## src/rtl/regfile_sb.sv

```systemverilog
// Register file with ALU and memory write-back ports, two combinational read ports
// and a pending-load scoreboard. Define REGFILE_SB_BYPASS_EN for write-through forwarding.
module regfile_sb #(
    parameter int DATA_W   = 32,
    parameter int ADDR_W   = 5,
    parameter int ZERO_REG = 1
) (
    input  logic              clock,
    input  logic              reset,
    input  logic [ADDR_W-1:0] rd_addr_a,
    input  logic [ADDR_W-1:0] rd_addr_b,
    output logic [DATA_W-1:0] rd_data_a,
    output logic [DATA_W-1:0] rd_data_b,
    output logic              busy_a,
    output logic              busy_b,
    input  logic              wr0_en,
    input  logic [ADDR_W-1:0] wr0_addr,
    input  logic [DATA_W-1:0] wr0_data,
    input  logic              wr1_en,
    input  logic [ADDR_W-1:0] wr1_addr,
    input  logic [DATA_W-1:0] wr1_data,
    input  logic              issue_en,
    input  logic [ADDR_W-1:0] issue_dst,
    output logic              dst_busy
);
    localparam int NREG = 2 ** ADDR_W;

    logic [DATA_W-1:0] regs_q [NREG];
    logic [DATA_W-1:0] regs_d [NREG];
    logic [NREG-1:0]   busy_q;
    logic [NREG-1:0]   busy_d;

    function automatic logic is_zero(input logic [ADDR_W-1:0] a);
        return (ZERO_REG != 0) && (a == '0);
    endfunction

    // wr1 is applied after wr0 so the memory port wins a collision; issue after clear so set wins.
    always_comb begin
        regs_d = regs_q;
        busy_d = busy_q;
        if (wr0_en && !is_zero(wr0_addr)) regs_d[wr0_addr] = wr0_data;
        if (wr1_en && !is_zero(wr1_addr)) regs_d[wr1_addr] = wr1_data;
        if (wr1_en) busy_d[wr1_addr] = 1'b0;
        if (issue_en && !is_zero(issue_dst)) busy_d[issue_dst] = 1'b1;
    end

    always_ff @(posedge clock) begin
        if (reset) begin
            busy_q <= '0;
            for (int i = 0; i < NREG; i++) regs_q[i] <= '0;
        end else begin
            busy_q <= busy_d;
            regs_q <= regs_d;
        end
    end

    always_comb begin
        rd_data_a = regs_q[rd_addr_a];
`ifdef REGFILE_SB_BYPASS_EN
        if (wr1_en && wr1_addr == rd_addr_a)      rd_data_a = wr1_data;
        else if (wr0_en && wr0_addr == rd_addr_a) rd_data_a = wr0_data;
`endif
        if (reset || is_zero(rd_addr_a)) rd_data_a = '0;
    end

    always_comb begin
        rd_data_b = regs_q[rd_addr_b];
`ifdef REGFILE_SB_BYPASS_EN
        if (wr1_en && wr1_addr == rd_addr_b)      rd_data_b = wr1_data;
        else if (wr0_en && wr0_addr == rd_addr_b) rd_data_b = wr0_data;
`endif
        if (reset || is_zero(rd_addr_b)) rd_data_b = '0;
    end

    // Outputs are forced low while reset is held so nothing leaks before the first reset edge.
    always_comb begin
        busy_a   = !reset && busy_q[rd_addr_a];
        busy_b   = !reset && busy_q[rd_addr_b];
        dst_busy = !reset && busy_q[issue_dst];
    end
endmodule

```

## config.mk

```make
export PLATFORM = sky130hd
export DESIGN_NAME = regfile_sb
export DESIGN_NICKNAME = d
export VERILOG_FILES = /design/src/rtl/regfile_sb.sv
export SDC_FILE = /design/constraint.sdc
export NUM_CORES = 2
export LEC_CHECK = 0
export BUFFER_PORTS_ARGS = -buffer_cell sky130_fd_sc_hd__buf_2
export CORE_UTILIZATION = 46
export CTS_CLUSTER_SIZE = 10
export DETAILED_ROUTE_END_ITERATION = 8
export PLACE_DENSITY = 0.66
export SLEW_MARGIN = 20
export SYNTH_ARGS = -nofsm -noshare
export SYNTH_HDL_FRONTEND = slang
export SYNTH_SLANG_ARGS = --single-unit
```

## constraint.sdc

```tcl
create_clock -name clock -period 2.35 [get_ports clock]
set_clock_uncertainty 0.1 [all_clocks]
set_input_delay 0.235 -clock clock [delete_from_list [all_inputs] [get_ports clock]]
set_output_delay 0.235 -clock clock [all_outputs]
set_load 0.02 [all_outputs]
```

Word-level counts from Yosys, hierarchy flattened. Index checks and enable logic that the tools add are counted.

Flip-flop bits (word level): 1056. Input port bits: 94. Output and inout port bits: 67. Word-level logic and storage cells: 101.

Order comparisons: 12. Muxes and demuxes: 28. Bitwise logic cells: 7. Reduce and logical (&&, ||, !) cells: 21.

Operators by type and width (number): $bwmux 1024 (2); $mux 1024 (2); $bmux 32 s5 (2); $demux 32 s5 (2); $mux 32 (10); $and 32x32->32 (1); $not 32->32 (1); $or 32x32->32 (1); $logic_not 5->1 (5); $ge 6x6->1 const B (4); $lt 5x6->1 const B (4); $not 5->6 (4); $bmux 1 s5 (3); $lt 6x1->1 const B (2); $demux 1 s5 (2); $ge 5x1->1 const B (2); $logic_and 1x1->1 (10); $mux 1 (5); $logic_not 1->1 (4); $logic_or 1x1->1 (2).

Depth between registers and ports, before layout.
Word-level depth: 9. Mapped depth: 9. Depth with buffers taken out: 4.

Least setup slack after synthesis. No wires, ideal clock.

Kind: in2out. Start: input port rd_addr_a[1]. End: output port rd_data_a[18]. Data arrival time: 1.842 ns. Path slack: 0.173 ns. Cell stages on the path: 7. Buffers on the path: 3. Cells stage by stage: buf_2 -> buf_2 -> clkbuf_1 -> mux4_2 -> mux2i_1 -> o22ai_1 -> a311o_1.

Longest elaborated chain between the ends: 5. Elaborated cells on any way between the ends: 7.

RTL lines: start, declared (line 10) `input logic [ADDR_W-1:0] rd_addr_a,`; $not 5->6 (not written as such) (line 58) `rd_data_a = regs_q[rd_addr_a];`; $bmux 32 s5 (line 58); $mux 32 (not written as such) (2 in a row) (line 58); $mux 32 (*) (line 63) `if (reset || is_zero(rd_addr_a)) rd_data_a = '0;`; end, declared (line 12) `output logic [DATA_W-1:0] rd_data_a,`.

Mark *: on every way between the ends. The rest lies on a longest branch, timed or not. The select of a mux whose other input is x is not followed.

Worst setup path in the final report.
Start: register regs_q[607] (netlist bit). End: output port rd_data_b[31].

Longest elaborated chain between the ends: 4.

RTL lines: start, declared (line 28) `logic [DATA_W-1:0] regs_q [NREG];`; start signal, assigned (line 53) `regs_q <= regs_d;`; $bmux 32 s5 (line 67) `rd_data_b = regs_q[rd_addr_b];`; $mux 32 (not written as such) (2 in a row) (line 67); $mux 32 (line 72) `if (reset || is_zero(rd_addr_b)) rd_data_b = '0;`; end, declared (line 13) `output logic [DATA_W-1:0] rd_data_b,`.

No other way between the ends. The select of a mux whose other input is x is not followed.

==> out/metrics.yaml <==
run_status:
  outcome: "complete, but fails checks"
  failed_checks: "setup timing"
setup_path:
  worst_path_class_setup: "flip-flop to output pin"
  crit_path_start_kind: "flip-flop"
  r2r_cells: 4
  worst-endpoint-arrival_ns: 2.49
  required_ns: 2.02
  critPathCaptureType: "output pin"
  timing.critical_path.fanout_max: 3
finish:
  layout-area-overhead-vs-synth_pct: 18.5
  drive_gt1_frac: 0.234
  final.fill_count: 11933
  layout.nets: 7207
  final_cell_count_no_fill: 9033
  post-route-cell-area_um2: 76300
floorplanning:
  pin_count: 161
  die_area_um2: 142000
  fp.coreArea_um2: 138000
  horizontal_die_dimension_um: 376
  starting_utilization_of_the_core_area: 0.466
  die_height_um: 376
  placementRows: 136
synth:
  ys_top_cells_by_area: "dfxtp_1, mux4_2, mux2i_1, a311oi_1, nor2_1"
  synth_cell_type_count: 53
  yosysWarningCount: 0
  synthCells: 7202
  sequential_area_share_after_synthesis: 0.328
  synth_top_cell_by_area: "dfxtp_1"
  ys.flop_type: "dfxtp_1"
  postSynthNetCount: 7296
  synth_common_cells: "dfxtp_1, nor2_1, nand2_1, a311oi_1, mux2i_1"
  syn_avg_cell_area_um2: 8.94
  netlist_area_um2: 64400
  synth.most_common_cell: "dfxtp_1"
  synth_seq_cells: 1056
  synth_async_sr_flop_share: 0
  synth_edf_count: 0
  synth_largest_type_area_fraction: 0.328
drt:
  drt-wirelength-per-cell_um: 33.4
  post-route-drc-count: 0
  drt_iter0_drc: 11574
  final_antenna_net_count: 0
  routed-via-count: 67272
  via_per_inst: 7.45
  drt_pre_antenna_iters: 8
  detail_route.wirelength_um: 302000
clocking:
  ctsRootBufferMaster: "clkbuf_16"
  clock_tree.buffer_depth: 3
  cts_inserted_buffers: 120
  tritoncts: "built"
  clk-insertion-delay-late_ns: 0.76
  clk_pin_slew_worst_paths_ns: 0.06
  clock_h_tree_levels: 3
  cts_sinks: 1056
power_and_ir_drop:
  sequentialPowerShare: 0.440
  switching_share: 0.286
  worst_ir_drop_vdd_uv: 639
  design_power_total_mw: 42.2
  switching_power_mw: 12.1
  internal_power_mw: 30.1
  power_frac_comb: 0.140
  cellPowerDensity_nw_per_um2: 553
  leakagePower_nw: 27.0
  share_clk_of_total_power: 0.420
place:
  post_dp_cell_area_um2: 70100
  count_of_buffers_inserted_at_the_top_level_ports: 160
  gpl.final_weighted_congestion: 0.958
  placed_cells_incl_taps: 8733
  hpwlAfterDp_um: 181000
sta:
  finalCriticalPeriod_ns: 2.83
  final-max-slew-violation-count: 0
  finalCritPeriodShare: 1.20
  timing.final.setup_violations: 67
  grt_setup_unrepaired: "yes"
  tightest_slew_ns: 1.19
  final_hold_viol_count: 0
  max_clock_freq_mhz: 354
  hold-worst-slack_ns: 0.0817
  final.setup.worst_slack_ns: -0.479
  slew_limit_headroom: 0.210
global_route:
  grt_overflow_total: 0
  groute.usage.overall: 0.408
  vias_in_the_first_global_route: 63498
  grt_pass1_wl_um: 431000
  grt_start_max_net_pins: 209
  grt_antenna_before_repair: 26
job:
  timing.max_cap.violations: 0
min_path:
  cells_on_worst_hold_path: 5
  hold_class: "input pin to flip-flop"
power groups by stage:
stage / registers (mW) / clock network, mW / logic, mW
4_1_cts: 18.5 / 17.6 / 5.62
3_5_place_dp: 18.9 / 0 / 5.34
2_1_floorplan: 18.8 / 0 / 3.16
3_3_place_gp: 18.9 / 0 / 5.28
6_report: 18.6 / 17.7 / 5.93
5_1_grt: 18.6 / 18.3 / 6.01
worst max-delay path: stages, from the launching register on:
cell	delay, ns
dfxtp_2	0.33
mux4_2	0.46
mux2i_1	0.18
o22a_1	0.26
o221ai_4	0.17
buf_6	0.19
buf_6	0.13
repair_timing:
item,CTS,global route
pin swaps,37,23
setup endpoints to repair,67,80
hold buffers,101,0
hold endpoints to repair,1005,0
gates cloned,0,3
buffers inserted,21,5
resized for setup,356,140
placed cells by master, fill, tap and decap left out, types with 15 or more instances in the layout:
master	count
buf_2	95
diode_2	15
mux4_2	427
buf_12	204
o221ai_2	22
buf_6	66
nand2_1	773
clkbuf_1	25
nand2_4	40
dlygate4sd3_1	101
o22a_1	22
nand3_1	396
o21ai_0	384
a311oi_1	736
a22oi_1	103
nor2b_1	35
nor2_4	15
buf_4	310
dfxtp_1	869
dfxtp_2	186
a31oi_1	22
nor2_1	989
mux2i_2	20
o2111ai_4	17
nor3_1	51
mux2_4	22
a211oi_1	256
nand2_2	17
clkbuf_16	126
mux2i_1	638
a21oi_1	32
flip-flops by register name (all words and copies together), names as in the netlist:
name and count:
busy_q 32, regs_q 1024
kinds of logic (layout without fill, tap and decap cells):
group,after synthesis,count (layout),synth area share
flip-flops,1056,1056,0.328
other,0,15,0
AO/OA/AOI/OAI,1654,1654,0.193
buffers and inverters,1000,953,0.0691
multiplexers,1114,1114,0.257
AND/OR/NAND/NOR,2378,2378,0.153
stage by stage:
stage	TNS, ns	setup WS [ns]	utilization
finish	-21.24	-0.479	0.553
global route	-21.93	-0.444	0.552
CTS	-21.36	-0.461	0.549
detailed placement	-6.93	-0.261	0.507
global placement	-6.63	-0.265	0.507
floorplan	0	0.173	-
cell type report:
type | count | area [µm²] | area share
Clock inverter | 5 | 61.3 | 0.000803
Inverter | 1 | 3.75 | 0.0000492
Timing Repair Buffer | 788 | 8880 | 0.116
Antenna cell | 15 | 37.5 | 0.000492
Tap cell | 1863 | 2330 | 0.0305
Clock buffer | 159 | 3320 | 0.0435
Multi-Input combinational cell | 5146 | 40300 | 0.528
Sequential cell | 1056 | 21400 | 0.280
per-layer routing:
| metal | up-vias | track usage | wire (µm) |
|---|---|---|---|
| met3 | 1621 | 0.151 | 48200 |
| met2 | 6146 | 0.575 | 123000 |
| met5 | - | 0.00172 | 114 |
| met4 | 16 | 0.293 | 24600 |
| li1 | 26884 | - | - |
| met1 | 32605 | 0.509 | 106000 |
path summary, 6_finish.rpt:
kind                    start       endpoint  slack [ns]
setup / recovery  regs_q[607]  rd_data_b[31]       -0.48
hold / removal    wr0_addr[4]    regs_q[971]        0.08
setup reg to reg   regs_q[12]     regs_q[12]        0.77
hold reg to reg   regs_q[999]    regs_q[999]        0.39
No activity file was read; power rests on OpenSTA's default activity.
